==> src/rtl/ahb_enum.sv <==
// Shared AHB-Lite encodings used by peripheral slaves on the matrix.
package ahb_enum;

  typedef enum logic [1:0] {
    AHB_RESP_OKAY  = 2'b00,
    AHB_RESP_ERROR = 2'b01,
    AHB_RESP_RETRY = 2'b10,
    AHB_RESP_SPLIT = 2'b11
  } ahb_resp_e;

endpackage

==> src/rtl/mbox_pkg.sv <==
// Register map and field layouts for the multi-channel AHB mailbox.
package mbox_pkg;

  localparam logic [7:0] OFF_DATA      = 8'h00;
  localparam logic [7:0] OFF_STATUS    = 8'h04;
  localparam logic [7:0] OFF_INTR_EN   = 8'h08;
  localparam logic [7:0] OFF_INTR_STAT = 8'h0C;
  localparam logic [7:0] OFF_THRESH    = 8'h10;

  localparam int unsigned INTR_THRESH = 0;
  localparam int unsigned INTR_OVF    = 1;
  localparam int unsigned INTR_UDF    = 2;

  typedef struct packed {
    logic udf;
    logic ovf;
    logic thresh;
  } intr_bits_t;

  typedef struct packed {
    logic [13:0] rsvd;
    logic        full;
    logic        empty;
    logic [15:0] count;
  } status_t;

endpackage

==> src/rtl/mbox_fifo.sv <==
// One mailbox channel: word FIFO with occupancy count and overflow/underflow strobes.
module mbox_fifo #(
  parameter int unsigned DATA_WIDTH = 32,
  parameter int unsigned FIFO_DEPTH = 8
) (
  input  logic                          clk,
  input  logic                          rst,
  input  logic                          push,
  input  logic                          pop,
  input  logic [DATA_WIDTH-1:0]         wdata,
  output logic [DATA_WIDTH-1:0]         rdata,
  output logic [$clog2(FIFO_DEPTH):0]   count,
  output logic                          full,
  output logic                          empty,
  output logic                          ovf,
  output logic                          udf
);

  localparam int unsigned PW = $clog2(FIFO_DEPTH);
  localparam int unsigned CW = PW + 1;

  logic [DATA_WIDTH-1:0] mem [FIFO_DEPTH];
  logic [PW-1:0]         wr_ptr;
  logic [PW-1:0]         rd_ptr;
  logic                  do_push;
  logic                  do_pop;

  assign full    = (count == CW'(FIFO_DEPTH));
  assign empty   = (count == '0);
  assign ovf     = push & full;
  assign udf     = pop & empty;
  assign do_push = push & ~full & ~rst;
  assign do_pop  = pop & ~empty;
  assign rdata   = mem[rd_ptr];

  always_ff @(posedge clk) begin
    if (do_push) mem[wr_ptr] <= wdata;
  end

  always_ff @(posedge clk) begin
    if (rst) begin
      wr_ptr <= '0;
      rd_ptr <= '0;
      count  <= '0;
    end else begin
      if (do_push) wr_ptr <= wr_ptr + 1'b1;
      if (do_pop)  rd_ptr <= rd_ptr + 1'b1;
      if (do_push && !do_pop)      count <= count + 1'b1;
      else if (do_pop && !do_push) count <= count - 1'b1;
    end
  end

endmodule

==> src/rtl/ahb_mailbox_mc.sv <==
// Zero-wait-state AHB-Lite slave exposing NUM_CH mailbox FIFOs with per-channel
// status, threshold and sticky overflow/underflow interrupts.
module ahb_mailbox_mc #(
  parameter int unsigned ADDR_WIDTH = 32,
  parameter int unsigned DATA_WIDTH = 32,
  parameter int unsigned NUM_CH     = 4,
  parameter int unsigned FIFO_DEPTH = 8
) (
  input  logic                  hclk,
  input  logic                  hreset,
  input  logic                  hsel,
  input  logic [ADDR_WIDTH-1:0] haddr,
  input  logic [3:0]            hprot,
  input  logic [2:0]            hsize,
  input  logic [1:0]            htrans,
  input  logic                  hwrite,
  input  logic [DATA_WIDTH-1:0] hwdata,
  output logic [1:0]            hresp,
  output logic                  hready,
  output logic [DATA_WIDTH-1:0] hrdata,
  output logic [NUM_CH-1:0]     mailbox_intr
);
  import ahb_enum::*;
  import mbox_pkg::*;

  localparam int unsigned CW = $clog2(FIFO_DEPTH) + 1;

  logic       ph_valid;
  logic       ph_write;
  logic [3:0] ph_ch;
  logic [7:0] ph_off;

  logic [DATA_WIDTH-1:0] fifo_rdata [NUM_CH];
  logic [CW-1:0]         fifo_count [NUM_CH];
  logic [NUM_CH-1:0]     fifo_full, fifo_empty, fifo_ovf, fifo_udf;
  logic [NUM_CH-1:0]     push, pop, en_we, stat_we, thr_we;
  logic [NUM_CH-1:0]     ovf_q, udf_q;
  logic [2:0]            intr_en_q [NUM_CH];
  logic [15:0]           thresh_q  [NUM_CH];
  intr_bits_t            intr_stat [NUM_CH];
  status_t               status_w  [NUM_CH];
  logic                  unused_ok;

  assign hresp     = AHB_RESP_OKAY;
  assign hready    = 1'b1;
  assign unused_ok = ^{hprot, hsize, htrans[0], haddr, hwdata};

  always_ff @(posedge hclk) begin
    if (hreset) begin
      ph_valid <= 1'b0;
      ph_write <= 1'b0;
      ph_ch    <= '0;
      ph_off   <= '0;
    end else begin
      ph_valid <= hsel & htrans[1];
      ph_write <= hwrite;
      ph_ch    <= haddr[11:8];
      ph_off   <= haddr[7:0];
    end
  end

  // Data-phase decode; channels at or above NUM_CH never match, so they read 0 and stay inert.
  always_comb begin
    push    = '0;
    pop     = '0;
    en_we   = '0;
    stat_we = '0;
    thr_we  = '0;
    hrdata  = '0;
    for (int unsigned c = 0; c < NUM_CH; c++) begin
      if (ph_valid && ph_ch == 4'(c)) begin
        if (ph_write) begin
          case (ph_off)
            OFF_DATA:      push[c]    = 1'b1;
            OFF_INTR_EN:   en_we[c]   = 1'b1;
            OFF_INTR_STAT: stat_we[c] = 1'b1;
            OFF_THRESH:    thr_we[c]  = 1'b1;
            default:       ;
          endcase
        end else begin
          case (ph_off)
            OFF_DATA: begin
              pop[c] = 1'b1;
              hrdata = fifo_empty[c] ? '0 : fifo_rdata[c];
            end
            OFF_STATUS:    hrdata = DATA_WIDTH'(status_w[c]);
            OFF_INTR_EN:   hrdata = DATA_WIDTH'(intr_en_q[c]);
            OFF_INTR_STAT: hrdata = DATA_WIDTH'(intr_stat[c]);
            OFF_THRESH:    hrdata = DATA_WIDTH'(thresh_q[c]);
            default:       ;
          endcase
        end
      end
    end
  end

  always_ff @(posedge hclk) begin
    if (hreset) begin
      for (int unsigned c = 0; c < NUM_CH; c++) begin
        intr_en_q[c] <= '0;
        thresh_q[c]  <= '0;
      end
      ovf_q <= '0;
      udf_q <= '0;
    end else begin
      for (int unsigned c = 0; c < NUM_CH; c++) begin
        if (en_we[c])  intr_en_q[c] <= hwdata[2:0];
        if (thr_we[c]) thresh_q[c]  <= hwdata[15:0];
        // A fresh event on the clearing edge keeps the sticky bit set.
        ovf_q[c] <= fifo_ovf[c] | (ovf_q[c] & ~(stat_we[c] & hwdata[INTR_OVF]));
        udf_q[c] <= fifo_udf[c] | (udf_q[c] & ~(stat_we[c] & hwdata[INTR_UDF]));
      end
    end
  end

  for (genvar c = 0; c < NUM_CH; c++) begin : g_ch
    mbox_fifo #(
      .DATA_WIDTH(DATA_WIDTH),
      .FIFO_DEPTH(FIFO_DEPTH)
    ) u_fifo (
      .clk  (hclk),
      .rst  (hreset),
      .push (push[c]),
      .pop  (pop[c]),
      .wdata(hwdata),
      .rdata(fifo_rdata[c]),
      .count(fifo_count[c]),
      .full (fifo_full[c]),
      .empty(fifo_empty[c]),
      .ovf  (fifo_ovf[c]),
      .udf  (fifo_udf[c])
    );

    assign status_w[c]  = '{rsvd: '0, full: fifo_full[c], empty: fifo_empty[c],
                            count: 16'(fifo_count[c])};
    assign intr_stat[c] = '{udf: udf_q[c], ovf: ovf_q[c],
                            thresh: (thresh_q[c] != '0) && (16'(fifo_count[c]) >= thresh_q[c])};
    assign mailbox_intr[c] = |(intr_stat[c] & intr_en_q[c]);
  end

endmodule

==> config.mk <==
export PLATFORM = sky130hd
export DESIGN_NAME = ahb_mailbox_mc
export DESIGN_NICKNAME = d
export VERILOG_FILES = /design/src/rtl/ahb_enum.sv /design/src/rtl/mbox_pkg.sv /design/src/rtl/mbox_fifo.sv /design/src/rtl/ahb_mailbox_mc.sv
export SDC_FILE = /design/constraint.sdc
export NUM_CORES = 1
export LEC_CHECK = 0
export ABC_AREA = 1
export ABC_CLOCK_PERIOD_IN_PS = 5500
export BUFFER_PORTS_ARGS = -buffer_cell sky130_fd_sc_hd__buf_2
export CORE_MARGIN = 5
export CORE_UTILIZATION = 35
export DETAILED_ROUTE_END_ITERATION = 8
export GPL_TIMING_DRIVEN = 0
export MAX_ROUTING_LAYER = met4
export PLACE_DENSITY = 0.56
export SLEW_MARGIN = 30
export SYNTH_ARGS = -nofsm -noshare
export SYNTH_HDL_FRONTEND = slang
export SYNTH_HIERARCHICAL = 1
export SYNTH_SLANG_ARGS = --single-unit
==> constraint.sdc <==
create_clock -name hclk -period 5.5 [get_ports hclk]
set_input_delay 0.825 -clock hclk [delete_from_list [all_inputs] [get_ports hclk]]
set_output_delay 0.825 -clock hclk [all_outputs]
set_load 0.01 [all_outputs]
==> impl_metrics.toml, run 1 <==
[synth]
syn_area_per_cell_sq_um = 11.0
synthTopCellsByArea = "edfxtp_1 66%, nor2_1 7.9%, nand2_1 5.6%"
yosys_register_bits = 1174
syn_area_sq_mm = 0.0500
syn_inst = 4539
synthMostInstantiatedCell = "edfxtp_1"
synth_edf_count = 1100
synth_top_area_cell = "edfxtp_1"
yosysSeqAreaShare = 0.691
yosys_warnings = 6
ys_async_sr_fraction = 0
netlist_top_cells_count = "1,100 x edfxtp_1, 1,046 x nor2_1, 739 x nand2_1"
synth_cell_types = 54
yosysTopAreaCellShare = 0.661
synth_top_flop_cell = "edfxtp_1"

[setup_path]
crit_slowest_cell = "o21ai_1"
required_ns = 4.68
worstPathArrival_ns = 3.81
slowest_delay_ns = 0.43
critPathKind = "flip-flop to output pin"
crit_path_max_fanout = 10
cp_top_family = "compound AO/OA/AOI/OAI gates"
cp-end-kind = "output pin"
startpoint_type = "flip-flop"
path_cells = "buf_4 -> clkbuf_1 -> o21ai_0 -> o21ai_1 -> nand2_1 -> nand2_1 -> nand3_1 -> a21oi_1 -> o21ai_0 -> o21ai_1 -> buf_2"
critPathBufInv = 3

[cells_and_area]
final_layout_size_suffix_gt1_frac = 0.116
layout.nets = 4922
layout-area-overhead-vs-synth_pct = 16.2
nFillCells = 13400
finish.utilization = 0.409
fin_cells = 6806

[grt]
antenna_found_initial = 13
grt_overflow = 0
grt_first_pass_wirelength_mm = 219
grt_pass1_vias = 33000
grt_usage = 0.200
grt_max_degree = 34

[cts]
worstSkewPairLatency_ns = 0.75
cts_buffer_depth = 3
clk_pin_slew_ns = 0.06
ctsHoldBuffers = 0
cts_tree = "yes"
cts.repair.resized = 0
cts_max_level = 3
cts_setup_buffers = 0
cts_sinks = 1174
cts-root-buf = "clkbuf_16"
cts_buffers = 120

[power_and_ir_drop]
ir_worst_vdd_mv = 0.256
finalPower_mw = 18.2
power_density_mw_per_mm2 = 313
p_leak_nw = 21.0

[sta]
relSlewSlack = 0.308
finalCriticalPeriod_ns = 4.63
fin_skew_ns = 0.0606
tns_ns = 0
tightest_slew_ns = 1.04
fin_crit_sh = 0.842
report.final.slew_viol_count = 0
hold_violations = 0
fmax_mhz = 216
rsz0062_at_grt = "no"
setup_viol = 0

[die]
io_pins = 116
die_h_um = 388
dieArea_sq_mm = 0.150
coreArea_sq_mm = 0.142
die_w_um = 388
rows = 138
start_util = 0.352

[place]
dpl.cell_count = 6572
io_buffers = 84
dp_hpwl_mm = 103
place.gp.congestion = 0.945

[detailed_routing]
initialDrtViolationCount = 3622
drt_first_pass_iters = 5
wl_mm = 150
avgViaCountPerCell = 5.08
vias = 34600
wl_per_cell_um = 22.1
antenna_left = 0
drc = 0

[outcome]
outcome = "complete, no violations"

[min_path]
hold_class = "input pin to flip-flop"

[run]
drv_cap = 0
## worst paths after layout
kind / from / endpoint / slack, ns / cells past startpoint
max: flip-flop / hrdata[11] / 0.87 / 11
min: haddr[6] / ph_off[6]$_SDFF_PP0_ / 0.29 / 3
max reg2reg: ph_off[7]$_SDFF_PP0_ / g_ch[2].u_fifo/mem[4][23]$_DFFE_PP_ / 1.69 / 11
min reg2reg: udf_q[3]$_SDFF_PP0_ / udf_q[3]$_SDFF_PP0_ / 0.48 / 2
## power breakdown
| part | total (mW) | internal [mW] | switching [mW] |
|---|---|---|---|
| sequential | 9.81 | 9.79 | 0.0215 |
| combinational | 0.344 | 0.0506 | 0.293 |
| clock | 8.01 | 4.55 | 3.47 |
## layout by cell type (no fill, tap or decap), types with 10 or more instances in the layout
cell type  netlist  layout
a32oi_1         14      14
clkinv_2         1      23
buf_16           0      34
ha_1            36      36
clkbuf_1        68      99
nand3_1        102     102
inv_2           11      11
buf_6           35      41
nor2_1        1046    1018
o21ai_1        229     229
buf_1           10      10
xor2_1          12      12
buf_4           27      44
clkbuf_16        0     121
o221ai_1        14      14
inv_1          206     206
o21ai_0        539     535
a21oi_1         72      72
buf_2           61     145
dfxtp_1         74      74
nand3_2         10      10
clkinv_1         3      21
edfxtp_1      1100    1100
nand2_1        739     739
nor2_4           9      37
clkbuf_2        26      26
## cell type report
type,count,area [sq um],share of cell area
inverter,224,850,0.0146
tap,1890,2360,0.0407
multi-input combinational,2905,13400,0.230
sequential,1174,34500,0.595
timing repair buffer,143,1590,0.0274
antenna,9,22.5,0.000388
clock inverter,66,621,0.0107
clock buffer,158,3230,0.0556
buffer,237,1490,0.0257
## layer usage
metal | vias up | GRT usage | wire length [um]
li1 | 16200 | - | -
met1 | 16900 | 0.266 | 64500
met2 | 1249 | 0.309 | 69200
met3 | 241 | 0.0318 | 10800
met4 | 0 | 0.0755 | 5740
met5 | - | - | 0
## registers in the layout, summed over array words and instances (netlist names), named ones only
register / count
intr_en_q: 12
g_ch.u_fifo/count: 16
ph_ch: 4
thresh_q: 64
ph_valid: 1
ph_write: 1
g_ch.u_fifo/wr_ptr: 12
g_ch.u_fifo/mem: 1024
ph_off: 8
ovf_q: 4
g_ch.u_fifo/rd_ptr: 12
udf_q: 4
## stage by stage
| step | hold slack, ns | worst slack [ns] | area, sq um |
|---|---|---|---|
| floorplan | 0.450 | 1.41 | 50000 |
| global placement | 0.465 | -1.04 | 52700 |
| CTS | 0.226 | 0.911 | 58000 |
| finish | 0.288 | 0.869 | 58000 |
| global route | 0.266 | 0.762 | 58000 |
| detailed placement | 0.466 | 1.78 | 54100 |
## worst register-to-register path, cell delays in order, from the launching register on
cell	delay, ns
dfxtp_1	0.32
nor2_2	0.17
nand2_2	0.13
nor2_4	0.19
buf_4	0.24
nand2_1	0.25
nor2_1	0.54
nand3_1	0.22
inv_1	0.24
nand2_1	0.28
nor2_4	0.63
buf_16	0.25
## cells by family (layout without fill, tap and decap cells)
logic type | Yosys count | count (layout) | synth area share
compound gates | 900 | 900 | 0.0942
xor+xnor | 15 | 15 | 0.00263
buf+inv | 461 | 828 | 0.0468
simple gates | 1947 | 1947 | 0.155
fa+ha+maj | 40 | 40 | 0.0106
flops | 1174 | 1174 | 0.691
other cells | 2 | 12 | 0.000150
No activity file was read; power rests on OpenSTA's default activity.
==> inputs of run 2 (changes only) <==
ABC_CLOCK_PERIOD_IN_PS = 4200   (was 5500)
PLACE_DENSITY = 0.57   (was 0.56)
clock period = 4.2 ns   (was 5.5 ns; I/O delays follow)
==> run 2 against run 1 <==
  * The flow now finishes with violations (negative setup slack)
  * Critical endpoint is now hrdata[28]
  * Critical path depth is 3 lower
  * Non-clock buffer count fell by 3
  * Register-to-register slack got worse by 1.3 ns
  * Largest power group unchanged
==> impl_metrics.toml, run 2 (synthesis results as in run 1) <==
[die]
die_h_um = 388
rows = 138
die_w_um = 388
io_pins = 116
dieArea_sq_mm = 0.150
start_util = 0.352
coreArea_sq_mm = 0.142

[power_and_ir_drop]
ir_worst_vdd_mv = 0.350
internal_power_mw = 18.7
finalPower_mw = 23.6
switching_share = 0.208
p_clk_frac = 0.436
p_leak_nw = 21.0
p_sw_mw = 4.90
power_density_mw_per_mm2 = 407
p_comb_frac = 0.019
p_seq_frac = 0.545

[cells_and_area]
final_common_cell = "edfxtp_1"
final_area_sq_mm = 0.0579
top_register = "g_ch.u_fifo/mem"
final_layout_size_suffix_gt1_frac = 0.119
finish.utilization = 0.409
largest_register_ff_count = 1024
reg_top3 = "g_ch.u_fifo/mem x1024, thresh_q x64, g_ch.u_fifo/count x16"
layout-area-overhead-vs-synth_pct = 16.0
layout.nets = 4918
mostFrequentLayoutCells = "1,100 x edfxtp_1, 1,018 x nor2_1, 739 x nand2_1"

[setup_path]
cp-end-kind = "output pin"
r2r_slack_ns = 0.43
crit_path_max_fanout = 10
startpoint_type = "flip-flop"
r2r_start = "ph_ch[3]$_SDFF_PP0_"
reg2reg_depth = 12
r2r_end = "g_ch[3].u_fifo/mem[0][22]$_DFFE_PP_"
startpoint = "g_ch[3].u_fifo/count[1]$_SDFFE_PP0P_"
critPathKind = "flip-flop to output pin"
required_ns = 3.57
worstPathArrival_ns = 3.70

[sta]
relSlewSlack = 0.309
report.final.slew_viol_count = 0
fin_skew_ns = 0.0304
tns_ns = -0.334
fin_ws_ns = -0.132
rsz0062_at_grt = "yes"
setup_viol = 6
fmax_mhz = 231
fin_crit_sh = 1.03
hold_violations = 0
finalCriticalPeriod_ns = 4.33
tightest_slew_ns = 1.04

[cts]
worstSkewPairLatency_ns = 0.74
cts_sinks = 1174
cts_buffers = 119
ctsHoldBuffers = 0
cts_tree = "yes"
cts_setup_buffers = 0
cts-root-buf = "clkbuf_16"
clk_pin_slew_ns = 0.06
cts_max_level = 3
cts_buffer_depth = 3

[grt]
antenna_found_initial = 12
grt_pass1_vias = 33100
grt_overflow = 0
grt_max_degree = 34
grt_first_pass_wirelength_mm = 217
grt_usage = 0.198

[detailed_routing]
wl_per_cell_um = 21.9
initialDrtViolationCount = 3417
antenna_left = 0
drc = 0
drt_first_pass_iters = 6
vias = 34500
wl_mm = 149
avgViaCountPerCell = 5.07

[place]
dpl-instance-area_sq_mm = 0.0541
io_buffers = 84
place.gp.congestion = 0.934
dp_hpwl_mm = 102

[outcome]
outcome = "finished with violations"
violations = "negative setup slack"

[run]
drv_cap = 0

[min_path]
whs_endpoint = "ph_off[6]$_SDFF_PP0_"
hold_depth = 3
hold_class = "input pin to flip-flop"
hold_path_startpoint = "haddr[6]"
==> run 2: worst max-delay path by stage <==
stage	to	depth (start not counted)
after CTS	hrdata[25]	8
after global placement	g_ch[3].u_fifo/mem[4][28]$_DFFE_PP_	10
after detailed placement	g_ch[3].u_fifo/mem[0][22]$_DFFE_PP_	12
after global routing	hrdata[26]	8
after floorplan	g_ch[3].u_fifo/mem[6][0]$_DFFE_PP_	8
final	hrdata[28]	8
==> run 2: what timing repair did <==
| item | CTS | global route |
|---|---|---|
| endpoints found under the setup margin | 23 | 22 |
| pin swaps | 0 | 0 |
| resized for setup | 14 | 22 |
==> run 2: worst max-delay path, cell delays in order (launching register included) <==
cell	delay, ns
dfxtp_1	0.39
nor2_1	0.15
nand3_1	0.26
inv_1	0.13
clkinv_1	0.30
clkbuf_1	0.32
a32oi_1	0.90
o221ai_1	0.29
buf_2	0.22
==> run 2: stage by stage <==
step | instances | hold slack (ns) | setup slack [ns]
global placement | 6514 | 0.461 | -2.35
finish | 6798 | 0.101 | -0.132
global route | 6796 | 0.0890 | -0.176
floorplan | 4540 | 0.450 | 0.113
detailed placement | 6571 | 0.475 | 0.523
CTS | 6790 | 0.0357 | -0.103
==> run 2: power by group through the flow <==
stage	Sequential, mW	Clock, mW	Combinational [mW]
after detailed placement	13.1	0	0.453
final	12.9	10.3	0.449
after global placement	13.1	0	0.437
after floorplan	13.1	0	0.127
after CTS	12.9	10.5	0.456
after global routing	12.8	11.0	0.483
==> run 2: final cells by class <==
type / instances / area (sq um)
inverters: 224 / 850
diodes: 9 / 22.5
well taps: 1890 / 2360
fillers: 13400 / 83800
clock buffers: 149 / 3190
plain buffers: 236 / 1510
flip-flops and latches: 1174 / 34500
repair buffers: 141 / 1530
multi-input cells: 2905 / 13400
clock inverters: 70 / 562
==> run 2: layer usage <==
| metal | up-vias | global-route usage | wire (um) |
|---|---|---|---|
| li1 | 16200 | - | - |
| met3 | 234 | 0.0257 | 9920 |
| met2 | 1183 | 0.308 | 68600 |
| met4 | 0 | 0.0757 | 5970 |
| met1 | 16900 | 0.265 | 64400 |
| met5 | - | - | 0 |
